<file path="config.mk">
export PLATFORM = sky130hd
export DESIGN_NAME = board_sweep_arbiter
export DESIGN_NICKNAME = d
export VERILOG_FILES = /design/src/rtl/board_sweep_arbiter.sv
export SDC_FILE = /design/constraint.sdc
export NUM_CORES = 1
export LEC_CHECK = 0
export ABC_AREA = 1
export CORE_ASPECT_RATIO = 0.75
export CORE_MARGIN = 3
export CORE_UTILIZATION = 27
export DETAILED_ROUTE_END_ITERATION = 12
export GPL_TIMING_DRIVEN = 0
export PLACE_DENSITY = 0.56
export SYNTH_ARGS = -nofsm -noshare
export SYNTH_HDL_FRONTEND = slang
export SYNTH_SLANG_ARGS = --single-unit
</file>
<file path="constraint.sdc">
create_clock -name clk -period 2.94 [get_ports clk]
set_clock_uncertainty 0.2 [all_clocks]
set_input_delay 0.588 -clock clk [delete_from_list [all_inputs] [get_ports clk]]
set_output_delay 0.588 -clock clk [all_outputs]
set_load 0.1 [all_outputs]
</file>
<file path="src/rtl/board_sweep_arbiter.sv">
// Round-robin arbiter for two board-sweep requesters. The granted requester
// gets a row-major walk over every cell of a dim x dim board, presented on a
// valid/ready stream, followed by a one-cycle done pulse. Dropping the request
// mid-walk aborts the sweep without a done pulse.
module board_sweep_arbiter #(
    parameter int NREQ  = 2,
    parameter int DIM_W = 5
) (
    input  logic             clk,
    input  logic             rst,
    input  logic [NREQ-1:0]  req,
    input  logic [DIM_W-1:0] dimension_size,
    input  logic             cell_ready,
    output logic [NREQ-1:0]  gnt,
    output logic             busy,
    output logic             cell_valid,
    output logic [DIM_W-1:0] cell_x,
    output logic [DIM_W-1:0] cell_y,
    output logic             cell_last,
    output logic [NREQ-1:0]  done
);

    typedef enum logic [1:0] {
        S_IDLE  = 2'd0,
        S_SWEEP = 2'd1,
        S_DONE  = 2'd2
    } state_t;

    state_t           r_state, w_state_nxt;
    logic [NREQ-1:0]  r_gnt, w_gnt_nxt;
    logic [NREQ-1:0]  r_done, w_done_nxt;
    logic             r_last_gnt, w_last_gnt_nxt;
    logic [DIM_W-1:0] r_dim, w_dim_nxt;
    logic [DIM_W-1:0] r_x, w_x_nxt;
    logic [DIM_W-1:0] r_y, w_y_nxt;
    logic             r_valid, w_valid_nxt;

    logic             w_win;
    logic [NREQ-1:0]  w_win_oh;
    logic             w_req_held;
    logic [DIM_W-1:0] w_dim_m1;
    logic             w_x_end;
    logic             w_y_end;

    // Arbitration and sweep-position decode shared by the next-state logic
    always_comb begin
        // On a tie the requester not granted last wins; otherwise the sole requester wins.
        w_win      = (req == 2'b11) ? ~r_last_gnt : req[1];
        w_win_oh   = NREQ'(1) << w_win;
        w_req_held = |(req & r_gnt);
        w_dim_m1   = r_dim - 1'b1;
        w_x_end    = (r_x == w_dim_m1);
        w_y_end    = (r_y == w_dim_m1);
    end

    // Next-state and next-output computation for the grant/sweep FSM
    always_comb begin
        // NOTE: every target gets a hold/default value first so no path infers a latch.
        w_state_nxt    = r_state;
        w_gnt_nxt      = r_gnt;
        w_done_nxt     = '0;
        w_last_gnt_nxt = r_last_gnt;
        w_dim_nxt      = r_dim;
        w_x_nxt        = r_x;
        w_y_nxt        = r_y;
        w_valid_nxt    = r_valid;

        unique case (r_state)
            S_IDLE: begin
                if (|req) begin
                    w_gnt_nxt      = w_win_oh;
                    w_last_gnt_nxt = w_win;
                    w_dim_nxt      = dimension_size;
                    w_x_nxt        = '0;
                    w_y_nxt        = '0;
                    if (dimension_size == '0) begin
                        // Empty board: skip straight to completion.
                        w_state_nxt = S_DONE;
                        w_valid_nxt = 1'b0;
                        w_done_nxt  = w_win_oh;
                    end else begin
                        w_state_nxt = S_SWEEP;
                        w_valid_nxt = 1'b1;
                    end
                end
            end
            S_SWEEP: begin
                if (!w_req_held) begin
                    // Abort takes priority over a coincident transfer.
                    w_state_nxt = S_IDLE;
                    w_gnt_nxt   = '0;
                    w_valid_nxt = 1'b0;
                end else if (r_valid && cell_ready) begin
                    if (!w_x_end) begin
                        w_x_nxt = r_x + 1'b1;
                    end else if (!w_y_end) begin
                        w_x_nxt = '0;
                        w_y_nxt = r_y + 1'b1;
                    end else begin
                        w_valid_nxt = 1'b0;
                        w_state_nxt = S_DONE;
                        w_done_nxt  = r_gnt;
                    end
                end
            end
            S_DONE: begin
                w_state_nxt = S_IDLE;
                w_gnt_nxt   = '0;
            end
            default: begin
                w_state_nxt = S_IDLE;
                w_gnt_nxt   = '0;
                w_valid_nxt = 1'b0;
            end
        endcase
    end

    // State and output registers, cleared asynchronously
    always_ff @(posedge clk or negedge rst) begin
        if (!rst) begin
            r_state    <= S_IDLE;
            r_gnt      <= '0;
            r_done     <= '0;
            r_last_gnt <= 1'b1;
            r_dim      <= '0;
            r_x        <= '0;
            r_y        <= '0;
            r_valid    <= 1'b0;
        end else begin
            // NOTE: non-blocking assignments so every register updates from pre-edge values.
            r_state    <= w_state_nxt;
            r_gnt      <= w_gnt_nxt;
            r_done     <= w_done_nxt;
            r_last_gnt <= w_last_gnt_nxt;
            r_dim      <= w_dim_nxt;
            r_x        <= w_x_nxt;
            r_y        <= w_y_nxt;
            r_valid    <= w_valid_nxt;
        end
    end

    assign gnt        = r_gnt;
    assign busy       = |r_gnt;
    assign done       = r_done;
    assign cell_valid = r_valid;
    assign cell_x     = r_x;
    assign cell_y     = r_y;
    assign cell_last  = r_valid && w_x_end && w_y_end;

endmodule

</file>
### Yosys cells after proc, flatten, opt, wreduce, memory -nomap -nowiden

Cells that the tools add are included.

| operators by class | value |
|---|---|
| shifts and indexed selects | 1 |
| muxes and demuxes | 36 |
| bitwise logic cells | 3 |
| reductions and logical operators | 15 |
| add/subtract/negate cells | 3 |
| equal/unequal tests | 15 |

Operators with widths:

| cell | count |
|---|---|
| two-way mux 5 bit | 9 |
| two-way mux 2 bit | 14 |
| one-hot mux 5 bit (2 select lines) | 2 |
| != test 2 bit, second input constant | 6 |
| != test 3 bit, second input constant | 4 |
| one-hot mux 2 bit (2 select lines) | 3 |
| adder 5 x 1 -> 5 bit, second input constant | 2 |
| equality test 5 bit | 2 |
| AND reduction 5 bit | 2 |
| two-way mux 1 bit | 7 |
| AND reduction 6 bit | 1 |
| OR reduction 2 bit | 3 |
| zero test 5 bit | 1 |
| subtractor 5 x 1 -> 5 bit, second input constant | 1 |
| equality test 2 bit, second input constant | 2 |
| AND reduction 2 bit | 2 |
| AND reduction 4 bit | 1 |
| logical AND 1 bit | 3 |
| one-hot mux 1 bit (3 select lines) | 1 |
| bitwise AND 2 bit | 1 |
| equality test 2 x 1 -> 1 bit, second input constant | 1 |
| zero test 2 bit | 1 |
| NOT 1 bit | 2 |
| nonzero test 2 bit | 1 |
| left shift 1 x 1 -> 2 bit, first input constant | 1 |

| word-level totals | value |
|---|---|
| register bits | 23 |

### Depth between registers and ports, before layout

| depth | value |
|---|---|
| word-level depth | 7 |
| mapped depth | 14 |
| gate-level depth less buffers | 14 |

### Least setup slack after synthesis

No wires, ideal clock.

| timing path | value |
|---|---|
| kind | reg-to-output |
| start | register r_x[2], in the netlist cell_x[2] |
| end | output cell_last |
| slack | -763 ps |
| buffers on the path | 0 |
| cell stages (with the launch flop) | 9 |
| arrival | 2915 ps |
| cell sequence | dfrtp_1 inv_1 nand3_1 nand2_1 nor2_1 nand3_1 nor2_4 nand2_1 nor2_1 |

| on the way | value |
|---|---|
| longest elaborated chain between the ends | 3 |

RTL lines:

| element | line | RTL |
|---|---|---|
| start: declaration | 34 | `logic [DIM_W-1:0] r_x, w_x_nxt;` |
| start signal: assignment | 136 | `r_x <= w_x_nxt;` |
| equality test 5 bit | 52 | `w_x_end = (r_x == w_dim_m1);` |
| logical AND 1 bit (2 in a row) | 148 | `assign cell_last = r_valid && w_x_end && w_y_end;` |
| end: declaration | 19 | `output logic cell_last,` |

No other way between the ends.

### Final worst setup path

| timing path | value |
|---|---|
| start | register r_dim[0] |
| end | output cell_last |

| on the way | value |
|---|---|
| longest elaborated chain between the ends | 4 |
| elaborated cells between the ends (all ways) | 5 |
| those cells by class | 1 x add/sub; 2 x eq/ne; 2 x reduce/logical |

RTL lines:

| element | line | RTL |
|---|---|---|
| start: declaration | 33 | `logic [DIM_W-1:0] r_dim, w_dim_nxt;` |
| start signal: assignment | 135 | `r_dim <= w_dim_nxt;` |
| subtractor 5 x 1 -> 5 bit (*) | 51 | `w_dim_m1 = r_dim - 1'b1;` |
| equality test 5 bit | 52 |  |
| logical AND 1 bit | 148 |  |
| logical AND 1 bit (*) | 148 |  |

Every way passes the cells marked *; elsewhere a longest branch is shown, timed or not.

==> results.yml <==
outcome:
  status: "completed"
sta:
  worst_pin_slew_ns: 1.03
  finalCritPeriodShare: 0.929
  finalMaxSlewViolations: 0
  setup_tns_ns: 0
  rsz0062_at_grt: "no"
  max_clock_freq_ghz: 0.366
  max_slew_margin: 0.314
  period_needed_ns: 2.73
  final-hold-violation-count: 0
  setup_viol: 0
synthesis:
  synthAdderAreaFrac: 0.0255
  ys_seq_area_frac: 0.392
  synthMuxAreaShare: 0
  synth_area_leaders: "dfrtp_1, nand2_1, nand3_1"
  synth-main-ff-cell: "dfrtp_1"
  netlist_instances: 212
  yosys.area_share.simple: 0.372
  synth_top_area_frac: 0.374
  synth.cell_area_um2: 1470
  synth_edf_count: 0
  ys_types: 25
  yosys.area.top_type: "dfrtp_1"
  synth_nets: 225
  synth_seq_cells: 23
  synth_compound_area_frac: 0.0765
  syn_avg_cell_area_um2: 6.95
  synth_top_family_by_area: "simple AND/OR/NAND/NOR gates"
  synth-xor-area-share: 0.0416
  async_reset_ff_frac: 1.00
  yosysWarnings: 0
floorplanning:
  fp.dieArea_um2: 6390
  core_um2: 5060
  die_h_um: 70.0
  die_x_um: 91.3
  rows: 22
  start_util: 0.291
  pin_count: 27
setup_path:
  cpPeakStageDelay_ns: 0.39
  worstPathMaxFanout: 5
  worstSetupStartpointType: "register"
  path_buf_inv: 3
  end_kind: "output port"
  cp_slowest_cell: "dfrtp_1"
  crit_type: "reg -> out"
  critical-path-top-delay-family: "simple AND/OR/NAND/NOR gates"
  cp.required_ns: 2.15
  worstPathArrival_ns: 1.94
  cp_cell_sequence: "inv_2, ha_4, nand2_1, inv_1, nor2_2, nand2_1, nor2_1, nand3_1, nor2_4, nand2_4, nor2_4, buf_12"
power_and_ir_drop:
  netSwitchingPower_mw: 1.12
  clkPwrFrac: 0.099
  ir_worst_vdd_v: 0.000400
  p_seq_frac: 0.255
  p_leak_nw: 0.964
  netSwitchingFraction: 0.551
  intPower_mw: 0.913
  powerDensity_nw_per_um2: 1030
  p_comb_frac: 0.646
clock_tree:
  cts_root_buffer: "clkbuf_8"
  clkLatencyLatePin_ns: 0.27
  path_clk_slew_ns: 0.09
  cts_sinks: 23
  cts_inserted_buffers: 3
  ctsHoldBuffers: 0
  cts.path.max_buffers: 2
  cts_tree: "yes"
  cts.htree.levels: 1
global_routing:
  first_global_vias: 1287
  grt_usage: 0.117
  grt_pass1_wl_mm: 6.17
  grt-ovfl-total: 0
  antenna_found_initial: 0
  grt_max_degree: 24
cells_and_area:
  fin_util: 0.391
  mostFrequentLayoutCells: "nand2_1, inv_1, nand3_1"
  drive_gt1_frac: 0.124
  finish.net_count: 265
  syn_to_final_growth_pct: 34.5
  multiInputGateArea_um2: 790
  antenna_cells: 0
  final_common_cell: "nand2_1"
  nFillCells: 544
  regArea_um2: 581
  fin_area_um2: 1980
hold_path:
  hold_class: "reg -> reg"
route:
  drt-met1-wl_mm: 1.92
  wl_met3_um: 160
  avgViaCountPerCell: 4.46
  drt_iter0_markers: 39
  drc_errors: 0
  highest_layer: "met4"
  wl_mm: 3.63
  ant_nets: 0
  num_vias: 1441
  wl_met2_mm: 1.53
  post_drt_wl_per_cell_um: 11.2
  dr.pass1.iters: 4
placed_design:
  io_buffers: 26
  gp_congestion: 0.800
  dpl-instance-area_um2: 1830
  hpwlAfterDp_mm: 2.77
run:
  maxCapViolations: 0
[synthesized netlist by cell type (2+ instances only)]
cell type	n
a21oi_1	3
dfrtp_1	22
ha_1	3
inv_1	32
inv_2	2
nand2_1	60
nand3_1	26
nand3b_1	2
nand4_1	6
nor2_1	21
nor2_4	2
o21ai_0	13
o22ai_1	2
o31ai_1	2
xor2_1	6
[worst reg2reg max path: stages, from the launching register on]
cell,delay [ns]
dfrtp_1,0.39
inv_2,0.11
ha_4,0.23
nand2_1,0.06
inv_1,0.05
nor2_2,0.06
nand2_1,0.06
nor2_1,0.08
nand3_1,0.12
nor2_4,0.15
buf_4,0.14
buf_4,0.10
inv_2,0.06
nand2_4,0.07
nand3_2,0.12
nand2_1,0.09
nand2_1,0.06
[per-layer routing]
metal | track usage | vias to the layer above
met5 | 0 | -
met4 | 0.0151 | 0
met3 | 0.0323 | 2
met2 | 0.176 | 30
met1 | 0.171 | 657
li1 | - | 752
[final timing paths]
check | depth (start not counted) | slack (ns) | to | start
min in group asynchronous | 1 | 0.68 | done[1]$_DFF_PN0_ | rst
hold reg to reg | 2 | 0.29 | r_last_gnt$_DFFE_PN1P_ | r_last_gnt$_DFFE_PN1P_
setup reg to reg | 16 | 0.68 | cell_y[4]$_DFFE_PN0P_ | r_dim[0]$_DFFE_PN0P_
setup / recovery | 12 | 0.21 | cell_last | r_dim[0]$_DFFE_PN0P_
hold / removal | 2 | 0.29 | r_last_gnt$_DFFE_PN1P_ | r_last_gnt$_DFFE_PN1P_
max in group asynchronous | 1 | 1.18 | cell_x[2]$_DFFE_PN0P_ | rst
[flip-flops by register name, summed over array words and instances, names as in the netlist]
| register | count |
|---|---|
| gnt | 2 |
| cell_y | 5 |
| r_last_gnt | 1 |
| r_dim | 5 |
| cell_valid | 1 |
| r_state | 2 |
| done | 2 |
| cell_x | 5 |
[logic make-up (layout without fill, tap and decap cells)]
family	after synthesis	in the layout
AND/OR/NAND/NOR	122	122
XOR/XNOR	7	7
flip-flops	23	23
adder cells (fa/ha/maj)	3	3
AO/OA/AOI/OAI	21	21
buffers and inverters	36	75
[area by class of cell]
type	count	area share
multi-input combinational	153	0.399
sequential	23	0.293
timing repair buffer	35	0.171
inverter	34	0.0644
tap	72	0.0455
clock buffer	3	0.0208
buffer	2	0.00442
clock inverter	1	0.00253
[stage by stage]
step	hold WS (ns)	setup WS (ns)	cells	total power [mW]
2_1_floorplan	0.0924	0.00405	212	1.45
3_5_place_dp	0.272	-0.741	310	1.73
4_1_cts	0.287	0.0331	315	1.98
5_1_grt	0.306	0.00635	323	2.20
6_report	0.285	0.210	323	2.03
3_3_place_gp	0.266	-0.727	310	1.72
[power groups by stage]
stage                     registers, mW  clock network [mW]  logic [mW]
after floorplan                   0.777                   0       0.678
after global placement            0.527                   0        1.19
after detailed placement          0.528                   0        1.21
after CTS                         0.517               0.211        1.25
after global routing              0.536               0.222        1.44
final                             0.519               0.200        1.31
[timing repair]
item | 4_1_cts | 5_1_grt
pin swaps | 1 | 3
setup buffers | 1 | 8
resized for setup | 11 | 2
endpoints found under the setup margin | 1 | 1
(Power assumes the default switching activity.)
